[src/rtl/ps2_host_tx_pkg.sv]
// Shared types and constants for the PS/2 host transmit path.
// Build option: PS2_TX_RETRY_EN adds the RETRY state to the state type.
package ps2_host_tx_pkg;

    typedef enum logic [3:0] {
        IDLE,
        INHIBIT,
        RELEASE,
        DATA,
        PARITY,
        STOP,
        ACK,
        WAIT_IDLE,
        DONE,
        ERR
`ifdef PS2_TX_RETRY_EN
        , RETRY
`endif
    } ps2_tx_state_t;

    localparam logic [7:0] PS2_CMD_SET_LEDS = 8'hED;
    localparam logic [7:0] PS2_CMD_RESET    = 8'hFF;
    localparam logic [7:0] PS2_CMD_ENABLE   = 8'hF4;
    localparam int         PS2_FRAME_BITS   = 11;

    // PS/2 frames carry odd parity over the eight data bits.
    function automatic logic odd_parity(input logic [7:0] b);
        return ~^b;
    endfunction

endpackage

[src/rtl/ps2_line_sync.sv]
// Metastability synchroniser plus falling-edge detector for one PS/2 line.
// Used for both the clock and data lines; also shared with the receive path.
module ps2_line_sync #(
    parameter int SYNC_STAGES = 2
) (
    input  logic clk,
    input  logic rst,
    input  logic line_i,
    output logic level_o,
    output logic fall_o
);

    logic [SYNC_STAGES-1:0] sync_q;
    logic                   prev_q;

    // Shift the raw line through the sync chain; lines idle high, so reset to 1
    // to avoid a spurious falling edge when reset is released.
    always_ff @(posedge clk or posedge rst) begin
        if (rst) begin
            sync_q <= '1;
            prev_q <= 1'b1;
        end else begin
            sync_q <= {sync_q[SYNC_STAGES-2:0], line_i};
            prev_q <= sync_q[SYNC_STAGES-1];
        end
    end

    assign level_o = sync_q[SYNC_STAGES-1];
    assign fall_o  = prev_q & ~sync_q[SYNC_STAGES-1];

endmodule

[src/rtl/ps2_host_tx.sv]
// PS/2 host-to-device transmitter using the request-to-send sequence.
// Drives open-drain enables only; pad tristates live outside this block.
// Build option: PS2_TX_RETRY_EN enables automatic resend (RETRY_MAX attempts).
//
//   state     | meaning
//   ----------+--------------------------------------------------------
//   IDLE      | lines released, waiting for tx_valid
//   INHIBIT   | clock held low; start bit asserted in the last cycle
//   RELEASE   | clock released, start bit on data, wait first device edge
//   DATA      | one data bit per falling edge, LSB first
//   PARITY    | drive parity on the next falling edge
//   STOP      | release data (stop bit) on the next falling edge
//   ACK       | sample device ACK on the next falling edge
//   WAIT_IDLE | wait for both lines high
//   DONE      | one-cycle tx_done
//   ERR       | one-cycle tx_err, lines released
//   RETRY     | (retry build) lines released for INHIBIT_CYCLES, then resend
module ps2_host_tx
    import ps2_host_tx_pkg::*;
#(
    parameter int INHIBIT_CYCLES = 5000,
    parameter int TIMEOUT_CYCLES = 750000,
    parameter int SYNC_STAGES    = 2
`ifdef PS2_TX_RETRY_EN
    , parameter int RETRY_MAX    = 2
`endif
) (
    input  logic       clk,
    input  logic       rst,
    input  logic [7:0] tx_data,
    input  logic       tx_valid,
    output logic       tx_ready,
    output logic       tx_done,
    output logic       tx_err,
    output logic       busy,
    input  logic       ps2_clk_i,
    input  logic       ps2_data_i,
    output logic       ps2_clk_oe,
    output logic       ps2_data_oe
);

    localparam logic [19:0] INH_LOAD  = 20'(INHIBIT_CYCLES - 1);
    localparam logic [19:0] TMO_LIMIT = 20'(TIMEOUT_CYCLES);

    ps2_tx_state_t state_q, state_d;
    logic [8:0]    frame_q, frame_d;
    logic [3:0]    bit_cnt_q, bit_cnt_d;
    logic [19:0]   inh_q, inh_d;
    logic [19:0]   tmo_q, tmo_d;
    logic          data_oe_q, data_oe_d;
    logic          fail_req;
    logic          wait_st;
    logic          tmo_hit;
    logic          clk_lvl, clk_fall;
    logic          data_lvl, data_fall_unused;

`ifdef PS2_TX_RETRY_EN
    localparam int RW = $clog2(RETRY_MAX + 1) + 1;
    logic [RW-1:0] retry_q, retry_d;
`endif

    ps2_line_sync #(.SYNC_STAGES(SYNC_STAGES)) u_clk_sync (
        .clk     (clk),
        .rst     (rst),
        .line_i  (ps2_clk_i),
        .level_o (clk_lvl),
        .fall_o  (clk_fall)
    );

    ps2_line_sync #(.SYNC_STAGES(SYNC_STAGES)) u_data_sync (
        .clk     (clk),
        .rst     (rst),
        .line_i  (ps2_data_i),
        .level_o (data_lvl),
        .fall_o  (data_fall_unused)
    );

    assign wait_st = state_q inside {RELEASE, DATA, PARITY, STOP, ACK, WAIT_IDLE};
    assign tmo_hit = (tmo_q >= TMO_LIMIT);

    // State, frame, counters and the registered data-line enable.
    always_ff @(posedge clk or posedge rst) begin
        if (rst) begin
            state_q   <= IDLE;
            frame_q   <= '0;
            bit_cnt_q <= '0;
            inh_q     <= '0;
            tmo_q     <= '0;
            data_oe_q <= 1'b0;
        end else begin
            state_q   <= state_d;
            frame_q   <= frame_d;
            bit_cnt_q <= bit_cnt_d;
            inh_q     <= inh_d;
            tmo_q     <= tmo_d;
            data_oe_q <= data_oe_d;
        end
    end

`ifdef PS2_TX_RETRY_EN
    // Resend attempt counter, cleared when a new byte is accepted.
    always_ff @(posedge clk or posedge rst) begin
        if (rst) retry_q <= '0;
        else     retry_q <= retry_d;
    end
`endif

    // Next-state logic: bits change on device falling edges, device samples on rising.
    always_comb begin
        state_d   = state_q;
        frame_d   = frame_q;
        bit_cnt_d = bit_cnt_q;
        inh_d     = inh_q;
        tmo_d     = tmo_q;
        data_oe_d = data_oe_q;
        fail_req  = 1'b0;
`ifdef PS2_TX_RETRY_EN
        retry_d   = retry_q;
`endif

        // Watchdog on device clocking: reload on each edge, saturate otherwise.
        if (wait_st) begin
            if (clk_fall)          tmo_d = '0;
            else if (tmo_q != '1)  tmo_d = tmo_q + 20'd1;
        end

        case (state_q)
            IDLE: begin
                data_oe_d = 1'b0;
                if (tx_valid) begin
                    frame_d   = {odd_parity(tx_data), tx_data};
                    bit_cnt_d = '0;
                    inh_d     = INH_LOAD;
                    tmo_d     = '0;
`ifdef PS2_TX_RETRY_EN
                    retry_d   = '0;
`endif
                    state_d   = INHIBIT;
                end
            end
            INHIBIT: begin
                if (inh_q == '0) begin
                    data_oe_d = 1'b1;
                    tmo_d     = '0;
                    state_d   = RELEASE;
                end else begin
                    inh_d = inh_q - 20'd1;
                end
            end
            RELEASE: begin
                // The device's first falling edge asks for bit 0.
                if (clk_fall) begin
                    data_oe_d = ~frame_q[0];
                    bit_cnt_d = '0;
                    state_d   = DATA;
                end
            end
            DATA: begin
                if (clk_fall) begin
                    bit_cnt_d = bit_cnt_q + 4'd1;
                    data_oe_d = ~frame_q[bit_cnt_d[2:0]];
                    if (bit_cnt_d == 4'd7) state_d = PARITY;
                end
            end
            PARITY: begin
                if (clk_fall) begin
                    data_oe_d = ~frame_q[8];
                    state_d   = STOP;
                end
            end
            STOP: begin
                if (clk_fall) begin
                    data_oe_d = 1'b0;
                    state_d   = ACK;
                end
            end
            ACK: begin
                if (clk_fall) begin
                    if (data_lvl) fail_req = 1'b1;
                    else          state_d  = WAIT_IDLE;
                end
            end
            WAIT_IDLE: begin
                if (clk_lvl && data_lvl) state_d = DONE;
            end
            DONE, ERR: begin
                data_oe_d = 1'b0;
                bit_cnt_d = '0;
                state_d   = IDLE;
            end
`ifdef PS2_TX_RETRY_EN
            RETRY: begin
                if (inh_q == '0) begin
                    inh_d   = INH_LOAD;
                    state_d = INHIBIT;
                end else begin
                    inh_d = inh_q - 20'd1;
                end
            end
`endif
            default: state_d = IDLE;
        endcase

        if (wait_st && !clk_fall && tmo_hit) fail_req = 1'b1;

        if (fail_req) begin
            data_oe_d = 1'b0;
`ifdef PS2_TX_RETRY_EN
            if (retry_q < RW'(RETRY_MAX)) begin
                retry_d = retry_q + 1'b1;
                inh_d   = INH_LOAD;
                state_d = RETRY;
            end else begin
                state_d = ERR;
            end
`else
            state_d = ERR;
`endif
        end
    end

    assign ps2_clk_oe  = (state_q == INHIBIT);
    assign ps2_data_oe = data_oe_q | ((state_q == INHIBIT) && (inh_q == '0));
    assign tx_ready    = (state_q == IDLE);
    assign busy        = (state_q != IDLE);
    assign tx_done     = (state_q == DONE);
    assign tx_err      = (state_q == ERR);

endmodule

[config.mk]
export PLATFORM = sky130hd
export DESIGN_NAME = ps2_host_tx
export DESIGN_NICKNAME = d
export VERILOG_FILES = /design/src/rtl/ps2_host_tx_pkg.sv /design/src/rtl/ps2_line_sync.sv /design/src/rtl/ps2_host_tx.sv
export SDC_FILE = /design/constraint.sdc
export NUM_CORES = 1
export LEC_CHECK = 0
export ABC_CLOCK_PERIOD_IN_PS = 2700
export BUFFER_PORTS_ARGS = -buffer_cell sky130_fd_sc_hd__buf_2
export CAP_MARGIN = 20
export CELL_PAD_IN_SITES_DETAIL_PLACEMENT = 1
export CELL_PAD_IN_SITES_GLOBAL_PLACEMENT = 1
export CORE_MARGIN = 2
export CORE_UTILIZATION = 48
export DETAILED_ROUTE_END_ITERATION = 12
export PLACE_DENSITY = 0.8
export SKIP_LAST_GASP = 1
export SLEW_MARGIN = 20
export SYNTH_ARGS = -nofsm -noshare
export SYNTH_HDL_FRONTEND = slang
export SYNTH_SLANG_ARGS = --single-unit
[constraint.sdc]
create_clock -name clk -period 2.7 [get_ports clk]
set_input_delay 0.27 -clock clk [delete_from_list [all_inputs] [get_ports clk]]
set_output_delay 0.27 -clock clk [all_outputs]
set_load 0.01 [all_outputs]
### Yosys cells after proc, flatten, opt, wreduce, memory -nomap -nowiden

Index checks and enable logic that the tools add are counted.

* shift operators: 0
* div/mod/pow operators: 0
* reduce and logical (&&, ||, !) cells: 20
* magnitude comparators: 2
* multiply operators: 0
* multiplexer cells: 38
* equality and inequality tests: 25
* add/sub/neg operators: 3
* bitwise operators: 6

Operators with widths (count)
* 20-bit 2-to-1 mux: 7
* 20-bit case mux with 2 select lines: 2
* 4-bit 2-to-1 mux: 14
* 4-bit case mux with 8 select lines: 1
* 20-bit by 1-bit adder with 20-bit output, second input constant: 1
* 4-bit by 3-bit equality test with 1-bit output, second input constant: 5
* 20-bit greater-or-equal comparator, second input constant: 1
* 20-bit zero test: 1
* 20-bit inequality test, second input constant: 1
* 20-bit by 1-bit subtractor with 20-bit output, second input constant: 1
* 3-bit inequality test, second input constant: 6
* 4-bit case mux with 4 select lines: 1
* 1-bit 2-to-1 mux: 11
* 10-bit AND reduction: 1
* 3-bit by 2-bit inequality test with 1-bit output, second input constant: 3
* 4-bit by 2-bit equality test with 1-bit output, second input constant: 2
* 4-bit equality test, second input constant: 2
* 2-bit inequality test, second input constant: 4
* 4-bit nonzero test: 2
* 8-bit XNOR reduction: 1
* 7-bit nonzero test: 1
* 1-bit case mux with 6 select lines: 1
* 6-bit AND reduction: 1
* 6-bit nonzero test: 1
* other kinds (17): 23

* RAM bits: 0
* word-level logic and storage cells: 103
* memories kept: 0
* bits in latches: 0
* flip-flop bits (word level): 63
* output and inout port bits: 6
* input port bits: 13
* ROM bits: 0

### Longest topological paths before layout

Gate-level depths: netlist of the first run.

* depth after elaboration: 8
* mapped depth: 8

### Hierarchy

From an unflattened synthesis of the first run, not the netlist that was laid out.

* cell total of the unflattened synthesis: 419
* area, all modules: 3781.1 sq um

Modules (own cells, without submodules)
* ps2_host_tx: area an instance 3588.4 sq um, cells an instance 409, instances 1, sequential area each 1451.4 sq um
* ps2_line_sync: area an instance 96.3 sq um, cells an instance 5, instances 2, sequential area each 78.8 sq um

### Least setup slack after synthesis of the first run

Ideal clock, no wire load.

* path type: register -> register
* start: reg inh_q[2]
* end: reg inh_q[13]
* arrival: 1.882 ns
* setup slack: 0.745 ns
* stages on the path, launching flop included: 7
* buffers on the path: 1
* setup time: 0.073 ns
* cells stage by stage: dfrtp_1 -> buf_6 -> nor4_4 -> nand3_2 -> or4_1 -> or3_1 -> a21oi_2

* longest elaborated chain between the ends: 3
* elaborated cells between the ends (all ways): 6

RTL lines
* start, declared: RTL line ps2_host_tx.sv:48 `logic [19:0] inh_q, inh_d;`
* start signal, assigned: RTL line ps2_host_tx.sv:94 `inh_q <= inh_d;`
* 20-bit by 1-bit subtractor with 20-bit output / 20-bit zero test (equally long branches): RTL line ps2_host_tx.sv:147, ps2_host_tx.sv:142
* 20-bit 2-to-1 mux / 2-bit inequality test (equally long branches)
* 20-bit case mux with 2 select lines / 3-bit AND reduction (equally long branches)

Parallel ways exist; a longest one is shown, timed or not. The select of a mux whose other input is x is not followed.
A chain may end at the register's enable or synchronous reset.

### Worst setup path after layout of the first run

* start: reg state_q[1]
* end: out ps2_data_oe

* longest elaborated chain between the ends: 3

RTL lines
* start, declared: RTL line ps2_host_tx.sv:45 `ps2_tx_state_t state_q, state_d;`
* start signal, assigned: RTL line ps2_host_tx.sv:91 `state_q <= state_d;`
* 4-bit by 1-bit equality test with 1-bit output: RTL line ps2_host_tx.sv:223 `assign ps2_data_oe = data_oe_q | ((state_q == INHIBIT) && (inh_q == '0));`
* 1-bit logical AND: RTL line ps2_host_tx.sv:223
* 1-bit OR: RTL line ps2_host_tx.sv:223
* end, declared: RTL line ps2_host_tx.sv:39 `output logic ps2_data_oe`

No other way between the ends.

==> results.py, run 1 <==
metrics = {
    "status": {
        "status": "finished, final reports clean",
    },
    "global_route": {
        "antenna_found_initial": 0,
        "grt_max_degree": 27,
        "grt_overflow": 0,
        "grt_pass1_vias": 3316,
        "grt_pass1_wl_um": 17100,
        "grtUsageTotal_pct": 24.9,
    },
    "hold_path": {
        "hold_path_class": "input port to flip-flop",
    },
    "cts": {
        "cts_tree": "yes",
        "numCtsBuffers": 9,
        "clock-root-buffer": "clkbuf_8",
        "htree_levels": 3,
        "cts.sinks": 63,
        "insertion_delay_ps": 340,
        "cts_buffer_depth": 2,
        "clk_pin_slew_ps": 80,
    },
    "setup_path": {
        "path_buf_inv": 1,
        "critPathMaxFanout": 18,
        "setup.worst_path.end_class": "output port",
        "worstPathArrival_ps": 2230,
        "cpMostUsedCell": "nand2b_1",
        "r2r_cells": 5,
        "reg2reg_from": "state_q[1]",
        "setup.worst_path.end": "ps2_data_oe",
        "cp-startpoint": "state_q[1]",
        "worstSetupStartpointType": "flip-flop",
        "crit_family": "simple AND/OR/NAND/NOR gates",
        "worst-path-stages": 5,
        "cp_cell_sequence": "nand2b_1 -> nor3_2 -> nand3_4 -> nand2b_1 -> buf_2",
        "crit_slowest_cell": "dfrtp_1",
        "timing.critical_path.slowest_cell_delay_ps": 580,
        "timing.rr.end": "inh_q[14]",
        "reg2reg_slack_ps": 290,
        "crit_required_ps": 2430,
        "critPathKind": "flip-flop to output port",
    },
    "cells_and_area": {
        "fin_nets": 460,
        "area_delta_synth_final_pct": 10.8,
        "fin_util_pct": 54.8,
        "antennaDiodeCount": 0,
        "layout_common_cells": "dfrtp_1, nand2_1, nor2_1",
        "drive_gt1_share_pct": 15.7,
        "final_common_cell": "dfrtp_1",
    },
    "placed_design": {
        "place.gp.congestion": 0.866,
        "port-buffer-count": 18,
        "preCtsSetupSlack_ps": 332,
        "place.detailed.hpwl_um": 7060,
    },
    "synth": {
        "syn-cell-area_um2": 3800,
        "ys_ff_latch": 63,
        "ys.flop_type": "dfrtp_1",
        "synth_edf_count": 0,
        "async_reset_ff_share_pct": 100,
        "syn_nets": 440,
        "synthCells": 421,
        "synthDistinctLibCells": 62,
        "postSynthAreaPerCell_um2": 9.03,
        "ys_seq_area_share_pct": 41.7,
        "yosysWarnings": 0,
    },
    "timing": {
        "post-route-min-period_ps": 2500,
        "finalSetupViolCount": 0,
        "setup_tns_ps": 0,
        "relSlewSlack_pct": 52.1,
        "fmax_mhz": 401,
        "hold_violations": 0,
        "setup_slack_ps": 205,
        "tightest_slew_ps": 717,
        "rsz0062_at_grt": "false",
        "finClkSkew_ps": 8.99,
        "fin_crit_sh_pct": 92.4,
        "slew_viol_final": 0,
    },
    "pwr": {
        "power.switching_uw": 1550,
        "pwr-share-clk_pct": 20.7,
        "p_leak_uw": 0.00171,
        "p_int_uw": 2050,
        "switching_share_pct": 43.0,
        "powerDensity_nw_per_um2": 855,
        "pwr-share-seq_pct": 38.8,
        "vdd_drop_max_v": 0.000386,
        "power_uw": 3600,
        "p_comb_share_pct": 40.5,
    },
    "floorplanning": {
        "io_pins": 19,
        "core_um2": 7690,
        "start_util_pct": 49.4,
        "rows": 32,
        "die_area_um2": 8640,
        "die_width_um": 93.0,
        "die_h_um": 93.0,
    },
    "route": {
        "drtIter0Drc": 133,
        "vias": 3335,
        "firstDrtPassIters": 4,
        "wl_per_cell_um": 18.2,
        "drtAntennaViolNets": 0,
        "drc": 0,
        "routed_wl_um": 9980,
        "avgViaCountPerCell": 6.09,
    },
    "run": {
        "maxCapViolCount": 0,
    },
}
[how the worst min path moves through the flow]
stage	cells after the start	slack (ps)	to	start
finish	1	20	u_clk_sync.sync_q[0]	ps2_clk_i
detailed placement	2	280	inh_q[8]	rst
CTS	1	10	u_clk_sync.sync_q[0]	ps2_clk_i
global route	1	7	u_clk_sync.sync_q[0]	ps2_clk_i
global placement	2	280	inh_q[8]	rst
floorplan	0	270	u_clk_sync.sync_q[0]	ps2_clk_i
[power groups by stage]
| stage | Combinational [uW] | Clock (uW) | Sequential [uW] |
|---|---|---|---|
| global placement | 1400 | 0 | 1390 |
| detailed placement | 1450 | 0 | 1410 |
| floorplan | 1120 | 0 | 1250 |
| CTS | 1460 | 760 | 1390 |
| global route | 1630 | 801 | 1430 |
| finish | 1460 | 745 | 1400 |
[logic make-up after synthesis]
logic type,synth area share (%)
fa+ha+maj,1.98
simple gates,27.1
mux,2.77
compound gates,17.8
flops,41.7
buf+inv,4.08
xor+xnor,4.61
[timing repair]
item / in CTS / in global routing
endpoints found under the setup margin: 1 / 1
resized for setup: 1 / 1
pin swaps: 0 / 0
cloned: 0 / 0
hold endpoints to repair: 14 / 0
hold buffers: 1 / 0
setup buffers: 0 / 0
[registers in the layout, indices dropped and copies added, names as in the netlist]
name	count
u_clk_sync.sync_q	2
u_clk_sync.prev_q	1
inh_q	20
tmo_q	20
u_data_sync.sync_q	2
bit_cnt_q	4
frame_q	9
state_q	4
data_oe_q	1
[per-stage QoR]
| stage | area, um^2 | cells | hold slack (ps) |
|---|---|---|---|
| after CTS | 4200 | 548 | 13.0 |
| after global placement | 4010 | 531 | 278 |
| final | 4210 | 548 | 24.6 |
| after floorplan | 3800 | 421 | 274 |
| after global routing | 4210 | 548 | 6.71 |
| after detailed placement | 4010 | 531 | 278 |
[area by class of cell]
class                   count  area (um^2)
flip-flops and latches     63         1580
clock buffers              11          141
fillers                   924         3480
well taps                 102          128
clock inverters             5         35.0
inverters                  12         45.0
repair buffers             33          205
multi-input cells         322         2070
[synthesized netlist by cell type (3+ instances only)]
cell       number  area [um^2]
nand2_1        47          176
inv_1          12         45.0
nand4_1         6         37.5
o2111ai_1       6         52.6
nand4b_1        4         35.0
nor4_1          7         43.8
clkbuf_1       13         48.8
o21ai_1         3         15.0
dfstp_2         5          131
o211ai_1        6         45.0
mux2i_1         6         60.1
o41ai_1         6         52.6
or4_1          12         90.1
or3_1           7         43.8
nor3_1         17         85.1
a21oi_1        21          105
xnor2_1        12          105
and4_1          5         43.8
o31ai_1        11         82.6
o21bai_1        3         22.5
xor2_1          8         70.1
o32ai_1         3         26.3
nor2_1         34          128
or2_2           3         18.8
nand3_1        14         70.1
buf_2           9         45.0
and3_1          7         43.8
o21ai_0        18         90.1
dfrtp_1        58         1450
a211oi_1        4         30.0
nand2b_1       11         68.8
ha_1            6         75.1
a31oi_1         4         25.0
[layer usage]
layer	GRT usage (%)	vias up	routed length [um]
li1	-	1601	-
met1	35.5	1671	4810
met2	39.0	48	4830
met3	3.79	15	218
met4	8.46	0	126
met5	0	-	0
Note: power is estimated with default switching activity, not from simulation.
==> run 2: changes to the inputs <==
SYNTH_HIERARCHICAL = 1   (was unset)
==> run 2 against run 1 <==
Against the previous run: via count decreased by 0.78%; combinational power barely moved; hold slack lost 8.2 ps; clock-buffer cell count is 1 lower; non-clock buffer count did not move; core utilization rose by 0.37 points; global-route usage increased by 0.35 points; cell count increased by 0.36%; synthesized area shrank 1.5%; clock skew up 0.82 ps; critical path depth unchanged.
==> results.py, run 2 <==
metrics = {
    "placed_design": {
        "place.detailed.hpwl_um": 7130,
        "port-buffer-count": 18,
        "placed_cell_area_um2": 3980,
        "place.gp.congestion": 0.846,
    },
    "synth": {
        "postSynthAreaPerCell_um2": 8.97,
        "yosysWarnings": 6,
        "syn_nets": 436,
        "synthCells": 417,
        "syn-cell-area_um2": 3740,
    },
    "hold_path": {
        "min_from": "ps2_data_i",
        "hold_path_class": "input port to flip-flop",
    },
    "cells_and_area": {
        "fin_nets": 462,
        "largestRegisters": "inh_q: 20 flops, tmo_q: 20 flops, frame_q: 9 flops",
        "final_common_cell": "dfrtp_1",
        "area_delta_synth_final_pct": 12.7,
        "antennaDiodeCount": 0,
        "ff_latch_area_um2": 1580,
        "layout_common_cells": "dfrtp_1, nand2_1, nor2_1",
        "multi_input_area_um2": 2020,
        "stdcell_area_um2": 4220,
        "nFillCells": 872,
        "drive_gt1_share_pct": 16.1,
    },
    "route": {
        "vias": 3309,
        "drtIter0Drc": 116,
        "drc": 0,
        "wl_met2_um": 5250,
        "routed_wl_um": 10100,
        "avgViaCountPerCell": 6.02,
        "firstDrtPassIters": 4,
        "wl_per_cell_um": 18.4,
        "top_layer_used": "met4",
        "route.met3.wl_um": 241,
        "drt-met1-wl_um": 4250,
        "drtAntennaViolNets": 0,
    },
    "setup_path": {
        "r2r_cells": 5,
        "critPathMaxFanout": 10,
        "timing.rr.end": "state_q[1]",
        "reg2reg_slack_ps": 190,
        "crit_required_ps": 2950,
        "worstPathArrival_ps": 2760,
        "reg2reg_from": "inh_q[16]",
        "cp-startpoint": "inh_q[16]",
        "setup.worst_path.end_class": "flip-flop",
        "critPathKind": "flip-flop to flip-flop",
        "worstSetupStartpointType": "flip-flop",
        "setup.worst_path.end": "state_q[1]",
    },
    "timing": {
        "fmax_mhz": 399,
        "setup_tns_ps": 0,
        "relSlewSlack_pct": 44.5,
        "hold_violations": 0,
        "fin_crit_sh_pct": 92.9,
        "finalSetupViolCount": 0,
        "post-route-min-period_ps": 2510,
        "rsz0062_at_grt": "false",
        "tightest_slew_ps": 826,
        "finClkSkew_ps": 9.81,
        "slew_viol_final": 0,
    },
    "pwr": {
        "vdd_drop_max_v": 0.000360,
        "power_uw": 3780,
        "powerDensity_nw_per_um2": 897,
        "p_leak_uw": 0.00179,
    },
    "cts": {
        "cts.sinks": 63,
        "numCtsBuffers": 9,
        "clk_pin_slew_ps": 80,
        "insertion_delay_ps": 350,
        "htree_levels": 3,
        "cts_buffer_depth": 2,
        "clock-root-buffer": "clkbuf_8",
        "cts_resized": 0,
        "cts_setup_buffers": 0,
        "cts_tree": "yes",
    },
    "run": {
        "maxCapViolCount": 0,
    },
    "global_route": {
        "antenna_found_initial": 0,
        "grt_pass1_wl_um": 16800,
        "grt_pass1_vias": 3488,
        "grt_overflow": 0,
        "grt_max_degree": 59,
        "grtUsageTotal_pct": 25.3,
    },
    "floorplanning": {
        "rows": 32,
        "io_pins": 19,
        "die_width_um": 92.3,
        "die_area_um2": 8520,
        "die_h_um": 92.3,
        "core_um2": 7650,
        "start_util_pct": 48.9,
    },
    "status": {
        "status": "finished, final reports clean",
    },
}
run 2: worst max-delay path: stages (launching register included):
cell	delay, ps
dfrtp_1	430
or3_1	430
and4b_1	530
a21boi_1	290
or3_1	460
o32ai_1	260
run 2: worst min-delay path by stage:
stage / to / slack, ps / cells past startpoint
final: u_data_sync/sync_q[0] / 20 / 1
after global routing: u_data_sync/sync_q[0] / 6 / 1
after CTS: u_clk_sync/sync_q[0] / 3 / 1
after detailed placement: u_clk_sync/sync_q[1] / 350 / 0
after global placement: u_data_sync/sync_q[0] / 320 / 2
after floorplan: u_data_sync/sync_q[0] / 180 / 1
run 2: metal layers:
layer  GRT usage [%]  up-vias
met2            44.9       58
li1                -     1570
met3            5.34       32
met5               0        -
met4            11.4        0
met1            29.2     1649
run 2: what timing repair did:
action	CTS	global route
endpoints found under the hold margin	5	1
setup endpoints to repair	0	0
hold buffers	1	1
run 2: per-stage QoR:
step                utilization, %  setup WS (ps)  hold WS, ps  cells
floorplan                        -            470          182    417
global placement              52.0            367          322    532
detailed placement            52.0            244          347    532
CTS                           55.0            187         3.01    549
global route                  55.2           52.2         6.18    550
finish                        55.2            192         16.4    550
run 2: report_power, final:
| part | switching, uW | internal, uW |
|---|---|---|
| combinational | 872 | 599 |
| sequential | 237 | 1150 |
| clock | 387 | 542 |
| total | 1500 | 2290 |
run 2: area by class of cell:
cell class	instances	share of cell area, %
clock inverters	6	1.99
clock buffers	10	3.26
repair buffers	33	4.92
inverters	15	1.33
flip-flops and latches	63	37.5
well taps	102	3.03
multi-input cells	321	47.9
==> run 3: changes to the inputs <==
CORE_UTILIZATION = 35   (was 48)
PLACE_DENSITY = 0.62   (was 0.8)
==> run 3 against run 2 <==
Against the previous run: setup slack gained 65 ps; first-iteration DRC count decreased by 16%; combinational power about the same; critical endpoint is now state_q[2]; largest power group unchanged.
==> results.py, run 3 (synthesis gave the netlist of run 2 again) <==
metrics = {
    "placed_design": {
        "place.gp.congestion": 0.812,
        "place.detailed.hpwl_um": 7420,
        "port-buffer-count": 18,
    },
    "global_route": {
        "grtUsageTotal_pct": 18.7,
        "grt_pass1_vias": 3347,
        "grt_max_degree": 35,
        "grt_overflow": 0,
        "antenna_found_initial": 0,
        "grt_pass1_wl_um": 17000,
    },
    "floorplanning": {
        "die_h_um": 107,
        "die_area_um2": 11500,
        "io_pins": 19,
        "rows": 37,
        "die_width_um": 107,
        "start_util_pct": 36.1,
        "core_um2": 10400,
    },
    "timing": {
        "fmax_mhz": 409,
        "fin_crit_sh_pct": 90.5,
        "finalSetupViolCount": 0,
        "slew_viol_final": 0,
        "rsz0062_at_grt": "false",
        "finClkSkew_ps": 15.4,
        "hold_violations": 0,
        "relSlewSlack_pct": 48.6,
        "post-route-min-period_ps": 2440,
        "setup_tns_ps": 0,
        "tightest_slew_ps": 770,
    },
    "setup_path": {
        "path_buf_inv": 0,
        "worstSetupStartpointType": "flip-flop",
        "crit_required_ps": 2940,
        "critPathKind": "flip-flop to flip-flop",
        "crit_slowest_cell": "and4b_1",
        "cpMostUsedCell": "or3_1",
        "setup.worst_path.end_class": "flip-flop",
        "critPathMaxFanout": 10,
        "worstPathArrival_ps": 2690,
        "timing.critical_path.slowest_cell_delay_ps": 520,
        "cp_cell_sequence": "or3_1 -> and4b_1 -> a21boi_1 -> or3_1 -> o211a_1",
        "crit_family": "simple AND/OR/NAND/NOR gates",
    },
    "status": {
        "status": "finished, final reports clean",
    },
    "cells_and_area": {
        "area_delta_synth_final_pct": 14.3,
        "antennaDiodeCount": 0,
        "ff_latch_area_um2": 1580,
        "multi_input_area_um2": 2020,
        "final_common_cell": "dfrtp_1",
        "largestRegisters": "inh_q: 20 flops, tmo_q: 20 flops, frame_q: 9 flops",
        "drive_gt1_share_pct": 16.8,
        "fin_nets": 467,
        "layout_common_cells": "dfrtp_1, nand2_1, nor2_1",
        "nFillCells": 1275,
    },
    "cts": {
        "clock-root-buffer": "clkbuf_8",
        "numCtsBuffers": 9,
        "cts_tree": "yes",
        "cts_setup_buffers": 0,
        "cts.sinks": 63,
        "cts_buffer_depth": 2,
        "cts_resized": 0,
        "cts_hold_buf": 3,
        "htree_levels": 3,
        "insertion_delay_ps": 360,
        "clk_pin_slew_ps": 70,
    },
    "run": {
        "maxCapViolCount": 0,
    },
    "hold_path": {
        "hold_path_class": "input port to flip-flop",
    },
    "route": {
        "drc": 0,
        "top_layer_used": "met4",
        "drt-met1-wl_um": 4750,
        "drtAntennaViolNets": 0,
        "wl_per_cell_um": 17.2,
        "firstDrtPassIters": 4,
        "wl_met2_um": 4900,
        "routed_wl_um": 10100,
        "avgViaCountPerCell": 5.53,
        "vias": 3259,
        "route.met3.wl_um": 249,
        "drtIter0Drc": 97,
    },
    "pwr": {
        "p_leak_uw": 0.00179,
        "vdd_drop_max_v": 0.000267,
        "powerDensity_nw_per_um2": 865,
        "power_uw": 3700,
    },
}
run 3: worst register-to-register path, delay by kind of cell, from the launching register on:
family           cells  cell delay [ps]
AO/OA/AOI/OAI        2              520
flip-flops           1              420
AND/OR/NAND/NOR      3             1390
run 3: final cells by class:
| cell class | instances | area share [%] |
|---|---|---|
| Tap cell | 136 | 3.98 |
| Inverter | 15 | 1.32 |
| Multi-Input combinational cell | 321 | 47.3 |
| Clock inverter | 7 | 1.73 |
| Sequential cell | 63 | 37.0 |
| Clock buffer | 9 | 2.90 |
| Timing Repair Buffer | 38 | 5.79 |
run 3: stage by stage:
stage	worst slack [ps]	instance area, um^2	cells	hold slack (ps)	util [%]
2_1_floorplan	470	3740	417	182	-
3_3_place_gp	339	4050	570	321	39.0
3_5_place_dp	253	4050	570	336	39.0
4_1_cts	243	4280	589	143	41.2
5_1_grt	102	4280	589	155	41.2
6_report	257	4280	589	154	41.2
run 3: where the power goes:
group	leakage, uW	switching, uW	internal [uW]
logic	0.000890	882	611
clock network	0.0000992	424	427
registers	0.000804	211	1150
run 3: final timing paths:
check                                      startpoint               endpoint  slack (ps)  cells after the start
max in group asynchronous                         rst              inh_q[15]        1310                      4
worst min-delay path                       tx_data[7]             frame_q[7]         150                      3
min in group asynchronous                         rst  u_data_sync/sync_q[1]         510                      3
worst max register to register              inh_q[16]             state_q[2]         260                      5
worst max-delay path                        inh_q[16]             state_q[2]         260                      5
worst min register to register  u_data_sync/sync_q[0]  u_data_sync/sync_q[1]         360                      0
run 3: routing by layer:
layer / global-route usage [%] / vias up
met5: 0 / -
met4: 6.96 / 0
met3: 3.15 / 17
met2: 31.1 / 38
met1: 24.5 / 1619
li1: - / 1585
